$ cat src/rtl/axis_averager_sequencer.sv
// Run controller that gates triggered ADC frames into an accumulating averager,
// then injects one zero-valued readout frame to flush the accumulator.
module axis_averager_sequencer #(
    parameter int AXIS_TDATA_WIDTH = 32,
    parameter int CNTR_WIDTH       = 16,
    parameter int FRAME_WIDTH      = 16
) (
    input  logic                        aclk,
    input  logic                        areset,
    input  logic                        start,
    input  logic                        abort,
    input  logic                        trg_flag,
    input  logic [CNTR_WIDTH-1:0]       cfg_frame_len,
    input  logic [FRAME_WIDTH-1:0]      cfg_frame_num,
    input  logic [AXIS_TDATA_WIDTH-1:0] s_axis_tdata,
    input  logic                        s_axis_tvalid,
    output logic                        s_axis_tready,
    output logic [AXIS_TDATA_WIDTH-1:0] m_axis_tdata,
    output logic                        m_axis_tvalid,
    input  logic                        m_axis_tready,
    output logic                        avg_reset,
    output logic                        busy,
    output logic                        done,
    output logic [FRAME_WIDTH-1:0]      frame_cntr,
    output logic [CNTR_WIDTH-1:0]       sample_cntr
);

    typedef enum logic [2:0] {
        ST_IDLE,
        ST_ARMED,
        ST_FRAME,
        ST_READOUT,
        ST_DONE
    } state_t;

    state_t                 state_q, state_d;
    logic [CNTR_WIDTH-1:0]  len_q, len_d, sample_d;
    logic [FRAME_WIDTH-1:0] num_q, num_d, frame_d;
    logic                   beat, cfg_ok, last_sample, last_frame;

    // Stream path is zero-latency: only FRAME passes samples, READOUT forces zeros.
    always_comb begin
        // NOTE: every output of a combinational block gets a default first, so no path can infer a latch.
        m_axis_tdata  = '0;
        m_axis_tvalid = 1'b0;
        s_axis_tready = 1'b1;
        case (state_q)
            ST_FRAME: begin
                m_axis_tdata  = s_axis_tdata;
                m_axis_tvalid = s_axis_tvalid;
                s_axis_tready = m_axis_tready;
            end
            ST_READOUT: m_axis_tvalid = 1'b1;
            default: ;
        endcase
    end

    assign beat        = m_axis_tvalid & m_axis_tready;
    assign cfg_ok      = (cfg_frame_len != '0) && (cfg_frame_num != '0);
    assign last_sample = (sample_cntr == len_q - CNTR_WIDTH'(1));
    assign last_frame  = (frame_cntr == num_q - FRAME_WIDTH'(1));

    always_comb begin
        state_d  = state_q;
        len_d    = len_q;
        num_d    = num_q;
        sample_d = sample_cntr;
        frame_d  = frame_cntr;
        case (state_q)
            ST_IDLE, ST_DONE: begin
                if (start && cfg_ok) begin
                    len_d    = cfg_frame_len;
                    num_d    = cfg_frame_num;
                    sample_d = '0;
                    frame_d  = '0;
                    state_d  = ST_ARMED;
                end
            end
            ST_ARMED: if (trg_flag) state_d = ST_FRAME;
            ST_FRAME: begin
                if (beat) begin
                    if (last_sample) begin
                        sample_d = '0;
                        frame_d  = frame_cntr + FRAME_WIDTH'(1);
                        state_d  = last_frame ? ST_READOUT : ST_ARMED;
                    end else begin
                        sample_d = sample_cntr + CNTR_WIDTH'(1);
                    end
                end
            end
            ST_READOUT: begin
                if (beat) begin
                    if (last_sample) begin
                        sample_d = '0;
                        state_d  = ST_DONE;
                    end else begin
                        sample_d = sample_cntr + CNTR_WIDTH'(1);
                    end
                end
            end
            default: state_d = ST_IDLE;
        endcase
        // Abort overrides any start seen in the same cycle.
        if (abort) begin
            state_d  = ST_IDLE;
            sample_d = '0;
            frame_d  = '0;
        end
    end

    // Status flags are registered from the next state so they change with it.
    always_ff @(posedge aclk) begin
        // NOTE: sequential state uses non-blocking assignments so every register samples pre-edge values.
        if (areset) begin
            state_q     <= ST_IDLE;
            len_q       <= '0;
            num_q       <= '0;
            sample_cntr <= '0;
            frame_cntr  <= '0;
            avg_reset   <= 1'b1;
            busy        <= 1'b0;
            done        <= 1'b0;
        end else begin
            state_q     <= state_d;
            len_q       <= len_d;
            num_q       <= num_d;
            sample_cntr <= sample_d;
            frame_cntr  <= frame_d;
            avg_reset   <= (state_d == ST_IDLE);
            busy        <= (state_d == ST_ARMED) || (state_d == ST_FRAME) || (state_d == ST_READOUT);
            done        <= (state_d == ST_DONE);
        end
    end

endmodule
$ cat config.mk
export PLATFORM = sky130hd
export DESIGN_NAME = axis_averager_sequencer
export DESIGN_NICKNAME = d
export VERILOG_FILES = /design/src/rtl/axis_averager_sequencer.sv
export SDC_FILE = /design/constraint.sdc
export NUM_CORES = 1
export LEC_CHECK = 0
export ABC_AREA = 1
export BUFFER_PORTS_ARGS = -buffer_cell sky130_fd_sc_hd__buf_2
export CAP_MARGIN = 20
export CORE_ASPECT_RATIO = 0.8
export CORE_MARGIN = 2
export CORE_UTILIZATION = 48
export DETAILED_ROUTE_END_ITERATION = 8
export HOLD_SLACK_MARGIN = 0.02
export PLACE_DENSITY = 0.74
export SLEW_MARGIN = 40
export SYNTH_ARGS = -nofsm -noshare
export SYNTH_HDL_FRONTEND = slang
export SYNTH_SLANG_ARGS = --single-unit
$ cat constraint.sdc
create_clock -name aclk -period 2 [get_ports aclk]
set_clock_uncertainty 0.05 [all_clocks]
set_input_delay 0.4 -clock aclk [delete_from_list [all_inputs] [get_ports aclk]]
set_output_delay 0.4 -clock aclk [all_outputs]
set_load 0.1 [all_outputs]
Yosys cells after proc, flatten, opt, wreduce, memory -nomap -nowiden
Index checks and enable logic that the tools add are counted.
{"block": "totals", "wordCells": 62, "input_bits": 71, "ff_bits": 70, "output_inout_bits": 69}
{"block": "classes", "n_reduce_logical": 16, "n_eq_ne": 14, "n_mux": 19, "n_bitwise": 1, "n_addsub": 4}
{"op": "16-bit 2-to-1 mux", "count": 5}
{"op": "16-bit case mux with 2 select lines", "count": 2}
{"op": "16-bit by 1-bit adder with 16-bit output, second input constant", "count": 2}
{"op": "16-bit equality test", "count": 2}
{"op": "32-bit 2-to-1 mux", "count": 1}
{"op": "16-bit nonzero test", "count": 2}
{"op": "16-bit by 1-bit subtractor with 16-bit output, second input constant", "count": 2}
{"op": "3-bit 2-to-1 mux", "count": 7}
{"op": "3-bit by 2-bit equality test with 1-bit output, second input constant", "count": 4}
{"op": "3-bit case mux with 4 select lines", "count": 1}
{"op": "3-bit by 1-bit equality test with 1-bit output, second input constant", "count": 2}
{"op": "3-bit equality test, second input constant", "count": 2}
{"op": "3-bit logical NOT", "count": 2}
{"op": "2-bit != test, second input constant", "count": 3}
{"op": "2-bit OR reduction", "count": 3}
{"op": "4-bit AND reduction", "count": 1}
{"op": "2-bit nonzero test", "count": 2}
{"op": "3-bit AND reduction", "count": 1}
{"op": "1-bit logical AND", "count": 2}
{"op": "1-bit logical OR", "count": 2}
{"op": "2-bit 2-to-1 mux", "count": 1}
{"op": "2-bit by 1-bit != test with 1-bit output, second input constant", "count": 1}
{"op": "1-bit case mux with 2 select lines", "count": 1}
{"op": "2-bit AND reduction", "count": 1}
{"op": "2 further kinds", "count": 2}

Logic depth before layout (Yosys ltp)
{"block": "depth", "ltp_word": 10, "mapped_depth": 18, "depth_no_buf": 18}

Worst setup path before layout
Ideal clock, no wire load.
{"block": "synth_path", "kind": "reg-to-reg", "startpoint": "reg state_q[1]", "endpoint": "reg frame_cntr[12]", "stages_incl_launch_ff": 13, "required_time_ns": 1.818, "setup_slack_ns": -1.131, "t_arrival_ns": 2.949, "setup_time_ns": 0.132, "path_buffers": 1, "synth_period_minus_slack_ns": 3.131, "cell_sequence": "dfxtp_1 inv_1 nor2_1 inv_1 nor2_1 nand2_1 inv_1 nand3_2 o21ai_4 inv_2 buf_2 nand2_1 a21oi_1"}
{"block": "synth_between", "elab_chain_cells": 5, "elab_cells_between_ends": 13, "classes_between": "eq/ne: 6; mux: 2; bitwise: 1; reduce/logical: 4"}
{"item": "start, declared", "line": "36", "rtl": "state_t state_q, state_d;"}
{"item": "start signal, assigned", "line": "124", "rtl": "state_q <= state_d;"}
{"item": "3-bit by 2-bit equality test with 1-bit output", "line": "47", "rtl": "case (state_q)"}
{"item": "1-bit case mux with 2 select lines (*)", "line": "47"}
{"item": "net m_axis_tvalid", "line": "19", "rtl": "output logic m_axis_tvalid,"}
{"item": "1-bit AND (*)", "line": "58", "rtl": "assign beat = m_axis_tvalid & m_axis_tready;"}
{"item": "2-bit != test (no source line) (*)"}
{"item": "4-bit AND reduction (no source line) (*)"}
{"item": "end signal, assigned", "line": "128", "rtl": "frame_cntr <= frame_d;"}
{"item": "end, declared", "line": "24", "rtl": "output logic [FRAME_WIDTH-1:0] frame_cntr,"}
Mark *: on every way through the listed nets, which the timed path passes. The rest lies on a longest branch.
A chain may end at the register's enable or synchronous reset.

Worst setup path after layout
{"block": "layout_path", "startpoint": "reg len_q[0]", "endpoint": "reg frame_cntr[10]"}
{"block": "layout_between", "elab_chain_cells": 4}
{"item": "start, declared", "line": "37", "rtl": "logic [CNTR_WIDTH-1:0] len_q, len_d, sample_d;"}
{"item": "start signal, assigned", "line": "125", "rtl": "len_q <= len_d;"}
{"item": "16-bit by 1-bit subtractor with 16-bit output", "line": "60", "rtl": "assign last_sample = (sample_cntr == len_q - CNTR_WIDTH'(1));"}
{"item": "16-bit equality test", "line": "60"}
{"item": "2-bit != test (no source line)"}
{"item": "4-bit AND reduction (no source line)"}
Every way passes these cells.

==> results.py <==
metrics = {
    "status": {
        "outcome": "complete, but fails checks",
        "violations": "negative setup slack",
    },
    "timing": {
        "fmax_mhz": 405,
        "fin_crit_sh_pct": 123,
        "setup_ws_ns": -0.470,
        "rsz0062_at_grt": "yes",
        "min_period_ns": 2.47,
        "tightest_slew_ns": 0.730,
        "hold_violations": 0,
        "maxSlewHeadroom_pct": 51.3,
        "tns_ns": -15.37,
        "drv_slew": 0,
        "setup_viol": 71,
    },
    "finish": {
        "final_area_mm2": 0.00827,
        "area_growth_syn_to_layout_pct": 66.6,
        "nNetsFinal": 1157,
        "drive_above_1_share_pct": 40.9,
        "antenna_cells": 0,
    },
    "place": {
        "place_area_mm2": 0.00725,
        "place_ws_ns": -0.462,
        "place.gp.congestion": 0.945,
        "port_buffers": 139,
        "dpl.hpwl_mm": 12.0,
    },
    "floorplanning": {
        "die_w_um": 118,
        "die_area_mm2": 0.0112,
        "dieHeight_um": 94.9,
        "initial_core_util_pct": 48.9,
        "core_mm2": 0.0102,
        "io_pins": 140,
        "rows": 33,
    },
    "drt": {
        "wirelength_mm": 18.1,
        "vias": 6380,
        "ant_nets": 0,
        "drtPass1Iterations": 5,
        "via_per_inst": 5.20,
        "remaining_drc_errors": 0,
        "routedWlPerCell_um": 14.7,
        "drt_iter0_markers": 498,
    },
    "yosys": {
        "ys_warn_count": 0,
        "ys_seq_area_share_pct": 28.2,
        "synth_edf_count": 0,
        "synth_compound_area_share_pct": 10.2,
        "async_reset_ff_share_pct": 0,
        "yosys-top-cells-count": "nand2_1, nor2_1, inv_1",
        "synth_area_mm2": 0.00496,
        "synthTopCellsByArea": "dfxtp_1, nand2_1, nor2_1",
        "yosysTopAreaCellShare_pct": 28.2,
        "synthAdderAreaFrac_pct": 1.01,
        "synth-xor-area-share_pct": 6.35,
        "synth_top_family_by_area": "simple AND/OR/NAND/NOR gates",
        "muxShareOfSynthArea_pct": 0,
        "synth_cell_types": 35,
        "yosysMostFrequentCell": "nand2_1",
        "synth_nets": 924,
        "synthSimpleGateAreaFrac_pct": 43.2,
        "synth_flop_cell": "dfxtp_1",
        "yosysTopAreaCell": "dfxtp_1",
        "postSynthAreaPerCell_um2": 5.84,
        "netlist_instances": 849,
        "ys_seq_elements": 70,
    },
    "global_routing": {
        "grt-ovfl-total": 0,
        "grt_pass1_wl_mm": 28.0,
        "grt_start_max_net_pins": 49,
        "antenna_found_initial": 0,
        "grt_pass1_vias": 5673,
        "grt.total_usage_pct": 31.2,
    },
    "worst_setup_path": {
        "cp_max_fo": 8,
        "cp.required_ns": 2.20,
        "cp-startpoint": "len_q[0]",
        "r2r_slack_ns": -0.47,
        "path_class": "flip-flop to flip-flop",
        "endpoint_kind": "flip-flop",
        "worstPathArrival_ns": 2.67,
        "rr_startpoint": "len_q[0]",
        "cp-start-kind": "flip-flop",
    },
    "clock_tree": {
        "numCtsBuffers": 9,
        "cts_root_buf": "clkbuf_16",
        "ctsHoldBuffers": 0,
        "insertion_delay_ns": 0.34,
        "clk_pin_slew_ns": 0.06,
        "cts_tree": "done",
        "clockBufferDepth": 2,
        "htree_levels": 3,
        "clock-sinks": 70,
    },
    "hold_path": {
        "hp-start": "areset",
        "hp-class": "input pin to flip-flop",
    },
    "power": {
        "power_density_mw_per_mm2": 542,
        "irDropWorstVdd_mv": 0.396,
        "p_total_uw": 4480,
        "p_leak_uw": 0.00391,
    },
    "flow_run": {
        "cap_viol_max_count": 0,
    },
}
[cells by family after synthesis]
logic type / Yosys count
adders and majority gates: 4
and+or+nand+nor: 503
buffers and inverters: 142
DFF: 70
xor gates and xnor gates: 36
AOI/OAI and AO/OA: 94
[final cells by class]
class | instances | area [µm²]
clock inverters | 4 | 23.8
inverters | 122 | 473
well taps | 140 | 175
multi-input cells | 637 | 3680
clock buffers | 12 | 289
flip-flops and latches | 70 | 1480
repair buffers | 241 | 2130
repair inverters | 1 | 11.3
fillers | 665 | 1890
[critical path, stage by stage, from the launching register on]
cell	delay (ns)
dfxtp_2	0.32
inv_2	0.08
ha_4	0.18
nand2_4	0.09
nor2_4	0.23
nand3_2	0.13
nand2_2	0.12
nand2_1	0.07
inv_1	0.06
nand3_2	0.08
nor2_4	0.11
nand3_4	0.08
o21ai_4	0.32
buf_6	0.19
nand2_1	0.08
a21oi_1	0.17
[worst paths after layout]
kind	endpoint	cells after the start
setup / recovery	frame_cntr[10]	15
hold / removal	state_q[2]	2
setup reg to reg	frame_cntr[10]	15
hold reg to reg	num_q[1]	2
[routing by layer]
metal  up-vias  track usage (%)  share of wire [%]
met5         -                0                  0
met4         0             7.83                2.2
met3        42             6.40                8.7
met2       323             53.1                 47
met1      2890             40.8                 42
li1       3125                -                  -
[through the flow]
stage               util, %  hold WS [ns]  std cells
floorplan                 -         0.403        849
global placement       71.3         0.422       1188
detailed placement     71.3         0.423       1188
CTS                    79.1         0.235       1220
global route           81.4         0.283       1227
finish                 81.4         0.273       1227
[flip-flops by register name, summed over array words and instances, names as in the netlist]
| register | flops |
|---|---|
| frame_cntr | 16 |
| busy | 1 |
| num_q | 16 |
| sample_cntr | 16 |
| len_q | 16 |
| done | 1 |
| avg_reset | 1 |
| state_q | 3 |
[placed cells by master (no fill, tap or decap), drive strengths merged]
cell type and n:
buf 241, nand2 211, nor2 190, inv 123, dfxtp 70, nand3 63
o21ai 46, a21oi 40, xor2 26, nand4 13, clkbuf 12, xnor2 10
nor3 9, nor4 7, nand3b 5, a211oi 4, ha 4, and2 3
clkinv 3, or2 2, o221ai 1, a21o 1, o21bai 1, a21boi 1
clkinvlp 1
[report_power, final]
group / switching (µW) / internal (µW) / total [µW]
combinational: 787 / 524 / 1310
clock: 647 / 1020 / 1670
sequential: 64.2 / 1440 / 1500
[repair_timing]
item	CTS	global route
resized for setup	63	71
cloned	5	1
pin swaps	41	36
setup buffers	12	12
endpoints found under the setup margin	71	71
Power figures use the tool's default switching activity.
